--- src/rtl/cam_pattern_gen.sv ---
// OV7670-style pixel-bus transmitter: drives pclk/vsync/href and RGB565 bytes
// (high byte first) carrying one of four test patterns, frame after frame while en is high.
module cam_pattern_gen #(
    parameter int CAM_SCREEN_X = 160,
    parameter int CAM_SCREEN_Y = 120,
    parameter int H_BLANK      = 16,
    parameter int VSYNC_LINES  = 3,
    parameter int V_BACK       = 2,
    parameter int V_FRONT      = 1
) (
    input  logic        clk,
    input  logic        rst,
    input  logic        en,
    input  logic [1:0]  mode,
    input  logic [15:0] solid_rgb,
    output logic        pclk,
    output logic        vsync,
    output logic        href,
    output logic [7:0]  px_data,
    output logic        frame_done,
    output logic [7:0]  frame_cnt
);

    localparam int LINE_TP = 2 * CAM_SCREEN_X + H_BLANK;
    localparam int COL_W   = $clog2(LINE_TP);
    localparam int LINE_W  = $clog2(CAM_SCREEN_Y + VSYNC_LINES + V_BACK + V_FRONT + 1);
    localparam int BAR_W   = CAM_SCREEN_X / 8;

    localparam logic [COL_W-1:0]  COL_LAST   = COL_W'(LINE_TP - 1);
    localparam logic [COL_W-1:0]  ACT_COLS   = COL_W'(2 * CAM_SCREEN_X);
    localparam logic [LINE_W-1:0] VS_LAST    = LINE_W'(VSYNC_LINES - 1);
    localparam logic [LINE_W-1:0] VB_LAST    = LINE_W'(V_BACK - 1);
    localparam logic [LINE_W-1:0] ACT_LAST   = LINE_W'(CAM_SCREEN_Y - 1);
    localparam logic [LINE_W-1:0] VF_LAST    = LINE_W'(V_FRONT - 1);

    typedef enum logic [2:0] {
        ST_IDLE   = 3'd0,
        ST_VSYNC  = 3'd1,
        ST_VBACK  = 3'd2,
        ST_ACTIVE = 3'd3,
        ST_VFRONT = 3'd4
    } state_t;

    function automatic logic [15:0] bar_colour(input logic [15:0] bar);
        logic [15:0] c;
        case (bar)
            16'd0:   c = 16'hFFFF;
            16'd1:   c = 16'hFFE0;
            16'd2:   c = 16'h07FF;
            16'd3:   c = 16'h07E0;
            16'd4:   c = 16'hF81F;
            16'd5:   c = 16'hF800;
            16'd6:   c = 16'h001F;
            16'd7:   c = 16'h0000;
            default: c = 16'h0000;
        endcase
        return c;
    endfunction

    function automatic logic [15:0] pattern_pixel(input logic [1:0]  md,
                                                  input logic [15:0] x,
                                                  input logic [15:0] y,
                                                  input logic [15:0] rgb,
                                                  input logic [4:0]  b);
        logic [15:0] p;
        case (md)
            2'd0:    p = bar_colour(x / 16'(BAR_W));
            2'd1:    p = {x[4:0], y[5:0], b};
            2'd2:    p = rgb;
            2'd3:    p = y * 16'(CAM_SCREEN_X) + x;
            default: p = 16'h0000;
        endcase
        return p;
    endfunction

    state_t             state_r, state_s;
    logic [COL_W-1:0]   col_r, col_s;
    logic [LINE_W-1:0]  line_r, line_s;
    logic [1:0]         mode_r;
    logic [15:0]        rgb_r;
    logic [4:0]         bval_r;
    logic               line_end_s;
    logic               latch_s;
    logic               done_s;
    logic               href_s;
    logic               vsync_s;
    logic [15:0]        pix_s;
    logic [7:0]         byte_s;

    // Next position/state for the upcoming tick; outputs are derived from it so they register together.
    always_comb begin
        state_s    = state_r;
        line_s     = line_r;
        latch_s    = 1'b0;
        done_s     = 1'b0;
        line_end_s = (col_r == COL_LAST);
        if (line_end_s) begin
            col_s = {COL_W{1'b0}};
        end else begin
            col_s = col_r + COL_W'(1);
        end
        case (state_r)
            ST_IDLE: begin
                col_s  = {COL_W{1'b0}};
                line_s = {LINE_W{1'b0}};
                if (en) begin
                    state_s = ST_VSYNC;
                    latch_s = 1'b1;
                end else begin
                    state_s = ST_IDLE;
                end
            end
            ST_VSYNC: begin
                if (line_end_s && line_r == VS_LAST) begin
                    line_s  = {LINE_W{1'b0}};
                    state_s = ST_VBACK;
                end else if (line_end_s) begin
                    line_s = line_r + LINE_W'(1);
                end else begin
                    line_s = line_r;
                end
            end
            ST_VBACK: begin
                if (line_end_s && line_r == VB_LAST) begin
                    line_s  = {LINE_W{1'b0}};
                    state_s = ST_ACTIVE;
                end else if (line_end_s) begin
                    line_s = line_r + LINE_W'(1);
                end else begin
                    line_s = line_r;
                end
            end
            ST_ACTIVE: begin
                if (line_end_s && line_r == ACT_LAST) begin
                    line_s  = {LINE_W{1'b0}};
                    state_s = ST_VFRONT;
                end else if (line_end_s) begin
                    line_s = line_r + LINE_W'(1);
                end else begin
                    line_s = line_r;
                end
            end
            ST_VFRONT: begin
                if (line_end_s && line_r == VF_LAST) begin
                    line_s = {LINE_W{1'b0}};
                    done_s = 1'b1;
                    if (en) begin
                        state_s = ST_VSYNC;
                        latch_s = 1'b1;
                    end else begin
                        state_s = ST_IDLE;
                    end
                end else if (line_end_s) begin
                    line_s = line_r + LINE_W'(1);
                end else begin
                    line_s = line_r;
                end
            end
            default: begin
                state_s = ST_IDLE;
                col_s   = {COL_W{1'b0}};
                line_s  = {LINE_W{1'b0}};
            end
        endcase
    end

    // Pixel byte for the next column: even columns carry the high byte.
    always_comb begin
        pix_s   = pattern_pixel(mode_r, 16'(col_s >> 1), 16'(line_s), rgb_r, bval_r);
        vsync_s = (state_s == ST_VSYNC);
        href_s  = (state_s == ST_ACTIVE) && (col_s < ACT_COLS);
        if (!href_s) begin
            byte_s = 8'h00;
        end else if (col_s[0]) begin
            byte_s = pix_s[7:0];
        end else begin
            byte_s = pix_s[15:8];
        end
    end

    // Pixel clock divider and tick-qualified FSM/output registers; ticks are pclk falling edges.
    always_ff @(posedge clk or posedge rst) begin
        if (rst) begin
            pclk       <= 1'b0;
            state_r    <= ST_IDLE;
            col_r      <= {COL_W{1'b0}};
            line_r     <= {LINE_W{1'b0}};
            vsync      <= 1'b0;
            href       <= 1'b0;
            px_data    <= 8'h00;
            frame_done <= 1'b0;
            frame_cnt  <= 8'h00;
            mode_r     <= 2'd0;
            rgb_r      <= 16'h0000;
            bval_r     <= 5'd0;
        end else begin
            pclk       <= ~pclk;
            frame_done <= 1'b0;
            if (pclk) begin
                state_r <= state_s;
                col_r   <= col_s;
                line_r  <= line_s;
                vsync   <= vsync_s;
                href    <= href_s;
                px_data <= byte_s;
                if (latch_s) begin
                    mode_r <= mode;
                    rgb_r  <= solid_rgb;
                    // Gradient blue follows the count including the frame finishing on this tick.
                    bval_r <= done_s ? (frame_cnt[4:0] + 5'd1) : frame_cnt[4:0];
                end
                if (done_s) begin
                    frame_done <= 1'b1;
                    frame_cnt  <= frame_cnt + 8'd1;
                end
            end
        end
    end

endmodule
--- config.mk ---
export PLATFORM = sky130hd
export DESIGN_NAME = cam_pattern_gen
export DESIGN_NICKNAME = d
export VERILOG_FILES = /design/src/rtl/cam_pattern_gen.sv
export SDC_FILE = /design/constraint.sdc
export NUM_CORES = 1
export LEC_CHECK = 0
export CAP_MARGIN = 0
export CORE_UTILIZATION = 55
export DETAILED_ROUTE_END_ITERATION = 8
export PLACE_DENSITY = 0.77
export SYNTH_ARGS = -nofsm -noshare
export SYNTH_HDL_FRONTEND = slang
export SYNTH_SLANG_ARGS = --single-unit
--- constraint.sdc ---
create_clock -name clk -period 8.7 [get_ports clk]
set_input_delay 0.87 -clock clk [delete_from_list [all_inputs] [get_ports clk]]
set_output_delay 0.87 -clock clk [all_outputs]
set_load 0.05 [all_outputs]
* After elaboration in Yosys (flattened, before gate mapping)
Memory sizes are Yosys's and may differ from the RTL's.
Cells that the tools add are included.
** Storage, ports and cells
- Bits in registers :: 62
- Bits in latches :: 0
- Memory bits (writable) :: 0
- Bits in read-only memories :: 128
- Output and inout bits :: 20
- Word-level logic and storage cells :: 73
- Memories :: 1
** Operators by class
- Add/sub/neg operators :: 5
- $mul :: 1
- Divide/modulo/power cells :: 1
- Order comparisons :: 1
- Equality and inequality tests :: 13
- Shift-type cells :: 0
- Multiplexer cells :: 26
- Bitwise operators :: 1
- Reduce and logical (&&, ||, !) cells :: 12
** Memory list
- (no name shown) :: depth 8, bits a word 16, rd ports 1, clocked after Yosys merged registers in 0, wr ports 0, line 46 : case (bar)
** Operator list (count)
- one-hot mux 16 bit (4 select lines) :: 1
- 2-to-1 mux 7 bit :: 5
- one-hot mux 7 bit (4 select lines) :: 1
- 2-to-1 mux 9 bit :: 2
- adder 15 x 8 -> 16 bit :: 1
- divider 8 x 5 -> 16 bit (second input constant) :: 1
- 2-to-1 mux 16 bit :: 1
- 2-to-1 mux 8 bit :: 2
- one-hot mux 3 bit (5 select lines) :: 1
- zero test 13 bit :: 1
- 2-to-1 mux 3 bit :: 4
- multiplier 7 x 3 -> 10 bit (second input constant) :: 1
- adder 9 x 1 -> 9 bit (second input constant) :: 1
- == test 3 x 2 -> 1 bit (second input constant) :: 3
- == test 9 bit (second input constant) :: 1
- < comparator 9 bit (second input constant) :: 1
- adder 8 x 1 -> 8 bit (second input constant) :: 1
- adder 7 x 1 -> 7 bit (second input constant) :: 1
- == test 7 x 1 -> 1 bit (second input constant) :: 1
- == test 7 x 2 -> 1 bit (second input constant) :: 1
- == test 7 bit (second input constant) :: 1
- zero test 7 bit :: 1
- 2-to-1 mux 1 bit :: 7
- == test 3 x 1 -> 1 bit (second input constant) :: 2
- other kinds (12) :: 18

* Logic depth before layout (Yosys ltp)
Gate-level depths: netlist of the first run.
- Depth in word-level cells :: 9
- Gate-level depth with buffers :: 21
- Gate-level depth less buffers :: 21

* Worst setup path before layout of the first run
OpenSTA, ideal clock, no wires.
- Kind :: register to register
- Start :: register col_r[5]
- End :: register px_data[5]
- Setup time :: 0.138 ns
- Data arrival time :: 4.134 ns
- Path slack :: 4.427 ns
- Stages on the path, launching flop included :: 21
- Buffers on the path :: 2
- Cells stage by stage :: dfrtp_1 -> buf_6 -> or4b_4 -> nor3_4 -> buf_4 -> a311oi_1 -> nor2_1 -> a21oi_1 -> ha_1 -> ha_1 -> inv_1 -> fa_1 -> xnor2_1 -> nor2b_1 -> nand2b_1 -> nor3_1 -> xnor2_1 -> xnor2_1 -> a21oi_1 -> mux2i_1 -> o221ai_1
** Between the ends
- Longest elaborated chain between the ends :: 9
- Elaborated cells between the ends (all ways) :: 31
- Classes of those cells :: add/sub (2); mul (1); div (1); order compare (1); eq/ne (2); mux (17); reduce/logical (6); memory (1)
** Ends and longest elaborated chain
- start, declared :: line 77 : logic [COL_W-1:0] col_r, col_s;
- start signal, assigned :: line 186 : col_r <= {COL_W{1'b0}};
- start signal, assigned :: line 201 : col_r <= col_s;
- == test 9 bit * :: line 96 : line_end_s = (col_r == COL_LAST);
- 2-to-1 mux 7 bit (tied with other cells)
- 2-to-1 mux 7 bit (on tied branches)
- one-hot mux 7 bit (4 select lines) * :: line 102 : case (state_r)
- named net line_s[1] :: line 78 : logic [LINE_W-1:0] line_r, line_s;
- multiplier 7 x 3 -> 10 bit * :: line 70 : 2'd3: p = y * 16'(CAM_SCREEN_X) + x;
- adder 15 x 8 -> 16 bit * :: line 70
- one-hot mux 16 bit (4 select lines) * :: line 66 : case (md)
- 2-to-1 mux 8 bit * :: line 174 : end else if (col_s[0]) begin
- 2-to-1 mux 8 bit * :: line 172 : if (!href_s) begin
- end signal, assigned :: line 205 : px_data <= byte_s;
- end, declared :: line 19 : output logic [7:0] px_data,
The timed path passes the listed nets; every way through them passes the cells marked *.
A chain may end at the register's enable or synchronous reset.

* Worst setup path after layout of the first run
- Start :: register col_r[4]
- End :: register px_data[5]
The elaborated chain is that of the path after synthesis.

==> flow_summary.toml, run 1 <==
[job]
drv_cap = 0

[pwr]
p_int_w = 0.000458
p_per_area_nw_per_um2 = 113
comb_power_share_pct = 2.5
ir_drop_uv = 123
sw_frac_of_total_pct = 22.5
pwr-share-clk_pct = 48.8
seq_power_share_pct = 48.7
p_switching_w = 0.000133
leakage_nw = 2.29

[floorplan]
top_level_ports = 41
initial_core_util_pct = 57.9
fp.dieW_microns = 93.1
rows = 32
core_sq_um = 7890
die_area_sq_um = 8670
chipHeight_microns = 93.1

[grt]
grt_pass1_wl_mm = 18.3
antenna_found_initial = 0
overflow = 0
grt_pass1_vias = 3755
grt.total_usage_pct = 27.3
grt_max_degree = 63

[synth]
synth-edff-count = 0
syn_inst = 506
yosys.area.top_type = "dfrtp_1"
postSynth.asyncResetShare_pct = 100
synthTopCellsByArea = "dfrtp_1 34%, mux2_2 6.9%, ha_1 5.8%, o21ai_0 4.4%, nand2_1 3.8%"
synth_nets = 550
synth_ff_type = "dfrtp_1"
synth.top_cell.area_share_pct = 34.0
synthDistinctLibCells = 79
syn_avg_cell_area_sq_um = 9.02
yosysWarnings = 0
syn_area_sq_um = 4560
seq_area_frac_synth_pct = 34.0
ys_seq_elements = 62

[hold_path]
min_path_type = "reg -> reg"

[finish]
final_common_cell = "dfrtp_1"
antenna_cells = 0
final_cell_mix = "62 x dfrtp_1, 46 x nand2_1, 40 x o21ai_0, 40 x clkdlybuf4s50_1, 39 x nor2_1"
fin_nets = 581
layout-drive-gt1-share_pct = 12.9
post-route-util_pct = 66.4
area_delta_synth_final_pct = 14.7

[drt]
routed_wl_mm = 11.2
first_pass_iters = 5
dr_total_vias = 3993
ant_nets = 0
first_iter_violations = 269
drcViolationCount = 0
routed_via_density = 6.20
wl_per_cell_microns = 17.4

[worst_setup_path]
crit_fanout = 15
crit_slowest_cell = "or4b_4"
endpoint_kind = "flip-flop"
startpoint_type = "flip-flop"
critical_path_class = "reg -> reg"
crit_arrival_ns = 5.34
cp_cell_sequence = "or4b_4 -> nor3_4 -> a41o_1 -> nor2_1 -> nor2_1 -> a21oi_1 -> ha_1 -> ha_1 -> inv_1 -> fa_1 -> xnor2_1 -> nor2b_1 -> nand2b_1 -> nor3_1 -> xnor2_1 -> xnor2_1 -> a21oi_1 -> mux2i_1 -> o221ai_1"
critPathMaxStageDelay_ns = 0.58
critical_path_required_ns = 8.91
cp_common_cell = "xnor2_1"

[cts]
post_cts_buffers = 0
cts_tree = "built"
h-tree-depth = 3
cts_resized = 0
clk_pin_slew_worst_paths_ns = 0.08
clk_latency_ns = 0.34
clock_sinks = 62
clk_path_buf_depth = 2
clock-root-buffer = "clkbuf_8"
hold_buffers = 0
cts_made_buffers = 9

[timing]
finalMaxSlewViolations = 0
finalCritPeriodShare_pct = 59.0
setup_tns_ns = 0
worstMarginPinSlew_ns = 0.774
finClkSkew_ns = 0.00960
finalHoldViolations = 0
setup_slack_ns = 3.56
timing.slew.headroom_pct = 48.4
fin_crit_ns = 5.14
hold_slack_ns = 0.476
maxClockFrequency_ghz = 0.195
rsz0062_at_grt = "false"
setup_viol = 0

[status]
status = "complete, no violations"

[place]
port_buffers = 40
pre_cts_ws_ns = 3.69
gp_congestion = 0.918
dp_hpwl_mm = 8.23
==> sequential cells by signal, summed over array words and instances, names as in the netlist <==
name,cells
state_r,3
vsync,1
pclk,1
mode_r,2
px_data,8
bval_r,5
col_r,9
line_r,7
rgb_r,16
href,1
frame_done,1
frame_cnt,8
==> critical path: cells and delay by family, from the launching register on <==
kind / cells / cell delay, ns
XOR/XNOR: 3 / 0.53
AO/OA/AOI/OAI: 4 / 0.72
AND/OR/NAND/NOR: 7 / 2.07
adder cells (fa/ha/maj): 3 / 0.92
buffers and inverters: 1 / 0.06
flip-flops: 1 / 0.53
multiplexers: 1 / 0.17
==> power by group through the flow <==
stage / logic (W) / registers, W / clock network (W)
2_1_floorplan: 0.00000456 / 0.000294 / 0
3_3_place_gp: 0.0000154 / 0.000294 / 0
3_5_place_dp: 0.0000155 / 0.000294 / 0
4_1_cts: 0.0000156 / 0.000288 / 0.000292
5_1_grt: 0.0000169 / 0.000288 / 0.000304
6_report: 0.0000149 / 0.000288 / 0.000288
==> synthesized netlist by cell type (3+ instances only) <==
cell type and number:
mux2i_1 11, xnor2_1 19, nor3_1 6, nor4_1 4
o221ai_1 3, a21boi_0 3, a21o_1 5, nor2_1 39
o211ai_1 5, inv_1 25, clkbuf_1 15, nand3_1 16
a32oi_1 3, ha_1 21, o21ai_0 40, a21oi_1 22
nand2b_1 10, and3_1 7, xor2_1 14, nand4_1 12
nand3b_1 4, or3_1 3, nor2b_1 7, a211oi_1 4
buf_2 4, mux2_2 28, dfrtp_1 62, a31oi_1 5
nand2_1 46
==> cells by family after synthesis <==
group | synth area share [%]
simple gates | 19.4
compound gates | 19.5
flops | 34.0
buf+inv | 4.74
mux | 9.32
xor+xnor | 6.33
fa+ha+maj | 6.63
==> layout make-up <==
cell class / count / area (sq um)
clock buffer: 9 / 124
clock inverter: 7 / 97.6
fill: 626 / 2650
inverter: 27 / 101
multi-input combinational: 393 / 2800
sequential: 62 / 1550
tap: 102 / 128
timing repair buffer: 44 / 430
==> per-layer routing <==
layer,GRT usage (%),wire (microns),up-vias
met5,0,0,-
met4,11.3,261,0
met3,4.55,562,29
met2,42.5,5060,122
met1,37.7,5290,1932
li1,-,-,1910
==> per-stage QoR <==
step	power [W]	instance area [sq um]	instances
floorplan	0.000298	4560	506
finish	0.000591	5240	644
detailed placement	0.000309	5010	628
CTS	0.000595	5240	644
global placement	0.000309	5010	628
global route	0.000609	5240	644
==> path summary, 6_finish.rpt <==
| path | startpoint | cells after the start | slack, ns | to |
|---|---|---|---|---|
| setup / recovery | col_r[4] | 19 | 3.56 | px_data[5] |
| hold / removal | frame_cnt[7] | 1 | 0.48 | frame_cnt[7] |
| setup reg to reg | col_r[4] | 19 | 3.56 | px_data[5] |
| hold reg to reg | frame_cnt[7] | 1 | 0.48 | frame_cnt[7] |
| max in group asynchronous | rst | 3 | 7.13 | state_r[2] |
| min in group asynchronous | rst | 3 | 1.06 | mode_r[0] |
No activity file was read; power rests on OpenSTA's default activity.
==> run 2, diff against run 1 <==
- clock period: 8.7 -> 5 ns (I/O delays scaled with it)
==> run 2 against run 1 <==
Critical path depth grew 1. Sequential share of layout area shrank 0.12 points. Worst setup slack lost 3.2 ns. Clock power grew 62%. Sequential power grew 74%. Die area is the same. Core utilization grew 0.27 points. Critical path type unchanged. Critical endpoint unchanged. Highest routed layer unchanged.
==> flow_summary.toml, run 2 (synthesis gave the netlist of run 1 again) <==
[finish]
layout-drive-gt1-share_pct = 13.7
area_delta_synth_final_pct = 15.2
fin_nets = 585
top_register = "rgb_r"
antenna_cells = 0
top_regs = "rgb_r (16), col_r (9)"
final_cell_mix = "62 x dfrtp_1, 46 x nand2_1, 40 x o21ai_0, 40 x clkdlybuf4s50_1, 38 x nor2_1"
num-fill-cells = 633
largest_register_ffs = 16
stdcell_count = 648
final_common_cell = "dfrtp_1"
design_area_sq_um = 5260

[hold_path]
holdPathEnd = "frame_cnt[7]"
worstHoldStart = "frame_cnt[7]"
min_path_type = "reg -> reg"
hold_path_depth = 1

[timing]
fin_crit_ns = 4.62
hold_slack_ns = 0.477
finalHoldViolations = 0
setup_viol = 0
finalMaxSlewViolations = 0
timing.slew.headroom_pct = 32.1
maxClockFrequency_ghz = 0.216
rsz0062_at_grt = "false"
setup_tns_ns = 0
finClkSkew_ns = 0.00799
finalCritPeriodShare_pct = 92.5
worstMarginPinSlew_ns = 1.02

[job]
drv_cap = 0

[worst_setup_path]
r2r_start = "col_r[0]"
crit_fanout = 14
crit_slowest_cell = "dfrtp_1"
endpoint_kind = "flip-flop"
reg2reg_to = "px_data[5]"
crit_arrival_ns = 4.83
rrSetupSlack_ns = 0.38
critical_path_required_ns = 5.21
critPathMaxStageDelay_ns = 0.45
worstRegToRegCells = 20
cp_cell_sequence = "ha_1 -> nand3_2 -> nor3_4 -> buf_4 -> a311oi_1 -> nor2_4 -> a21oi_1 -> ha_1 -> ha_1 -> inv_1 -> fa_1 -> xnor2_1 -> nor2b_1 -> nand2b_1 -> nor3_1 -> xnor2_1 -> xnor2_1 -> a21oi_1 -> mux2i_1 -> o221ai_1"
startpoint_type = "flip-flop"
critical_path_class = "reg -> reg"
critPathLaunch = "col_r[0]"

[drt]
dr_total_vias = 4114
first_iter_violations = 238
ant_nets = 0
m1WireLength_mm = 5.13
wl_per_cell_microns = 17.8
routed_via_density = 6.35
highest_layer = "met4"
drcViolationCount = 0
first_pass_iters = 6
met3_length_microns = 747
route.met2.wl_mm = 5.54
routed_wl_mm = 11.6

[cts]
clk_path_buf_depth = 2
clock_sinks = 62
hold_buffers = 0
clk_pin_slew_worst_paths_ns = 0.08
clock-root-buffer = "clkbuf_8"
cts_tree = "built"
h-tree-depth = 3
cts_made_buffers = 9
clk_latency_ns = 0.34
post_cts_buffers = 0

[floorplan]
chipHeight_microns = 93.1
fp.dieW_microns = 93.1
core_sq_um = 7890
top_level_ports = 41
initial_core_util_pct = 57.9
rows = 32
die_area_sq_um = 8670

[place]
dpl_cell_area_sq_um = 5040
port_buffers = 40
gp_congestion = 0.924
dp.cells = 632
dp_hpwl_mm = 8.33

[grt]
grt_pass1_vias = 3897
grt_max_degree = 63
antenna_found_initial = 0
grt.total_usage_pct = 28.3
grt_pass1_wl_mm = 19.3
overflow = 0

[pwr]
leakage_nw = 2.30
p_total_w = 0.000994
p_per_area_nw_per_um2 = 189
ir_drop_uv = 190

[status]
status = "complete, no violations"
[run 2: cell count changes in the layout (fill, tap and decap cells not counted), sizes merged]
cell / previous run / this run
inv: 27 / 28
clkinv: 3 / 4
buf: 4 / 8
bufinv: 2 / 1
clkinvlp: 2 / 1
[run 2: final cells by class]
class	instances	area (sq um)	area share, %
Clock inverter	7	81.3	1.55
Multi-Input combinational cell	393	2810	53.5
Tap cell	102	128	2.43
Inverter	27	101	1.93
Sequential cell	62	1550	29.5
Clock buffer	9	124	2.36
Timing Repair Buffer	48	460	8.76
[run 2: critical path: cells and delay by family (launching register included)]
kind,cells,cell delay (ns)
xor gates and xnor gates,3,0.52
AOI/OAI and AO/OA,4,1.00
DFF,1,0.45
muxes,1,0.18
buffers and inverters,2,0.25
and+or+nand+nor,6,0.94
adders and majority gates,4,1.15
[run 2: timing repair]
action                                  in CTS  in global routing
endpoints found under the setup margin       0                  3
endpoints found under the hold margin        0                  0
resized for setup                            0                  2
[run 2: per-stage QoR]
step	util [%]	setup slack, ns
finish	66.6	0.377
global route	66.6	0.0746
CTS	66.5	0.202
detailed placement	63.9	0.293
global placement	63.9	0.473
floorplan	-	0.727
[run 2: power by group]
part / leakage (nW) / internal [W] / switching [W]
combinational: 1.36 / 0.0000143 / 0.0000122
clock: 0.100 / 0.000236 / 0.000230
sequential: 0.836 / 0.000501 / 0
total: 2.30 / 0.000751 / 0.000242
[run 2: metal layers]
layer	GRT usage, %	vias up
met5	0	-
met4	7.82	0
met3	4.23	17
met2	46.1	171
met1	39.1	2005
li1	-	1921
[run 2: worst max-delay path by stage]
stage	end	slack [ns]	depth (start not counted)
6_report	px_data[5]	0.38	20
5_1_grt	px_data[5]	0.07	20
4_1_cts	px_data[5]	0.20	20
3_5_place_dp	px_data[5]	0.29	20
3_3_place_gp	px_data[5]	0.47	19
2_1_floorplan	px_data[5]	0.73	20
==> run 3, diff against run 2 <==
- SLEW_MARGIN: unset -> 40
==> run 3 against run 2 <==
Critical endpoint unchanged. Worst hold slack about the same. Via count is 0.22% higher. Sequential share of layout area about the same. Clock-buffer cell count is the same. Die area is the same.
==> flow_summary.toml, run 3 (synthesis gave the netlist of run 1 again) <==
[timing]
hold_slack_ns = 0.477
finalCritPeriodShare_pct = 92.2
finalMaxSlewViolations = 0
setup_tns_ns = 0
finClkSkew_ns = 0.00946
setup_viol = 0
rsz0062_at_grt = "false"
finalHoldViolations = 0
maxClockFrequency_ghz = 0.217
worstMarginPinSlew_ns = 0.772
fin_crit_ns = 4.61
timing.slew.headroom_pct = 48.5

[cts]
clk_latency_ns = 0.35
hold_buffers = 0
cts_resized = 0
clock-root-buffer = "clkbuf_8"
clk_pin_slew_worst_paths_ns = 0.08
cts_made_buffers = 9
cts_tree = "built"
clock_sinks = 62
clk_path_buf_depth = 2
h-tree-depth = 3
post_cts_buffers = 0

[hold_path]
min_path_type = "reg -> reg"
worstHoldStart = "frame_cnt[7]"
holdPathEnd = "frame_cnt[7]"
hold_path_depth = 1

[worst_setup_path]
crit_slowest_cell = "dfrtp_1"
crit_fanout = 14
critPathLaunch = "col_r[0]"
crit_arrival_ns = 4.82
critical_path_required_ns = 5.21
r2r_start = "col_r[0]"
critical_path_class = "reg -> reg"
worst-path-buf-inv = 2
cp_cell_sequence = "ha_1 -> nand3_2 -> nor3_4 -> buf_4 -> a311oi_1 -> nor2_4 -> a21oi_1 -> ha_1 -> ha_1 -> inv_1 -> fa_1 -> xnor2_1 -> nor2b_1 -> nand2b_1 -> nor3_1 -> xnor2_1 -> xnor2_1 -> a21oi_1 -> mux2i_1 -> o221ai_1"
worstRegToRegCells = 20
endpoint_kind = "flip-flop"
crit_family = "adder cells"
rrSetupSlack_ns = 0.39
reg2reg_to = "px_data[5]"
critPathMaxStageDelay_ns = 0.46
startpoint_type = "flip-flop"

[finish]
multi_input_area_sq_um = 2810
post-route-util_pct = 66.7
num-fill-cells = 632
largest_register_ffs = 16
final_cell_mix = "61 x dfrtp_1, 46 x nand2_1, 40 x o21ai_0, 40 x clkdlybuf4s50_1, 38 x nor2_1"
area_delta_synth_final_pct = 15.3
final_common_cell = "dfrtp_1"
antenna_cells = 0
top_register = "rgb_r"
regArea_sq_um = 1550
fin_nets = 585
layout-drive-gt1-share_pct = 13.9
top_regs = "rgb_r (16), col_r (9)"

[floorplan]
fp.dieW_microns = 93.1
chipHeight_microns = 93.1
top_level_ports = 41
rows = 32
initial_core_util_pct = 57.9
core_sq_um = 7890
die_area_sq_um = 8670

[drt]
first_iter_violations = 226
wl_per_cell_microns = 17.9
drcViolationCount = 0
routed_wl_mm = 11.6
routed_via_density = 6.36
first_pass_iters = 7
ant_nets = 0
dr_total_vias = 4123

[grt]
use_met2_pct = 46.1
antenna_found_initial = 0
grt_max_degree = 63
use_met3_pct = 4.23
grt_pass1_vias = 3897
grt.total_usage_pct = 28.3
overflow = 0
grt.busiest_layer = "met2"
met1_usage_pct = 39.1
grt_pass1_wl_mm = 19.3

[pwr]
ir_drop_uv = 190
p_per_area_nw_per_um2 = 189
leakage_nw = 2.30

[place]
dp_hpwl_mm = 8.33
gp_congestion = 0.924
port_buffers = 40

[status]
status = "complete, no violations"

[job]
drv_cap = 0
run 3: cell counts in the layout (fill, tap and decap cells not counted):
No cell type changed its count.
run 3: layer usage:
metal	wire, microns	vias up
met5	0	-
met4	176	0
met3	668	21
met2	5570	163
met1	5180	2016
li1	-	1923
run 3: area by class of cell:
cell class / instances / area share (%)
Tap cell: 102 / 2.43
Sequential cell: 62 / 29.5
Timing Repair Buffer: 48 / 8.82
Clock inverter: 7 / 1.55
Inverter: 27 / 1.93
Multi-Input combinational cell: 393 / 53.4
Clock buffer: 9 / 2.35
run 3: how the worst max path moves through the flow:
| stage | end | slack, ns | depth (start not counted) |
|---|---|---|---|
| after global routing | px_data[5] | 0.1 | 20 |
| after CTS | px_data[5] | 0.22 | 20 |
| after floorplan | px_data[5] | 0.73 | 20 |
| final | px_data[5] | 0.39 | 20 |
| after detailed placement | px_data[5] | 0.31 | 20 |
| after global placement | px_data[5] | 0.47 | 19 |
run 3: worst reg2reg max path: stages, from the launching register on:
cell,delay [ns]
dfrtp_1,0.46
ha_1,0.34
nand3_2,0.20
nor3_4,0.07
buf_4,0.19
a311oi_1,0.38
nor2_4,0.11
a21oi_1,0.42
ha_1,0.23
ha_1,0.18
inv_1,0.06
fa_1,0.40
xnor2_1,0.22
nor2b_1,0.21
nand2b_1,0.11
nor3_1,0.24
xnor2_1,0.16
xnor2_1,0.14
a21oi_1,0.08
mux2i_1,0.16
o221ai_1,0.13
run 3: power breakdown:
group | leakage [nW] | switching, W | internal (W)
combinational | 1.36 | 0.0000124 | 0.0000146
clock | 0.100 | 0.000231 | 0.000236
sequential | 0.835 | 0 | 0.000501
run 3: stage by stage:
step | cells | instance area [sq um] | setup WS [ns] | power (W)
3_5_place_dp | 632 | 5040 | 0.313 | 0.000538
2_1_floorplan | 506 | 4560 | 0.727 | 0.000519
5_1_grt | 648 | 5260 | 0.0971 | 0.00103
3_3_place_gp | 632 | 5040 | 0.473 | 0.000538
6_report | 648 | 5260 | 0.390 | 0.000995
4_1_cts | 648 | 5250 | 0.223 | 0.00100
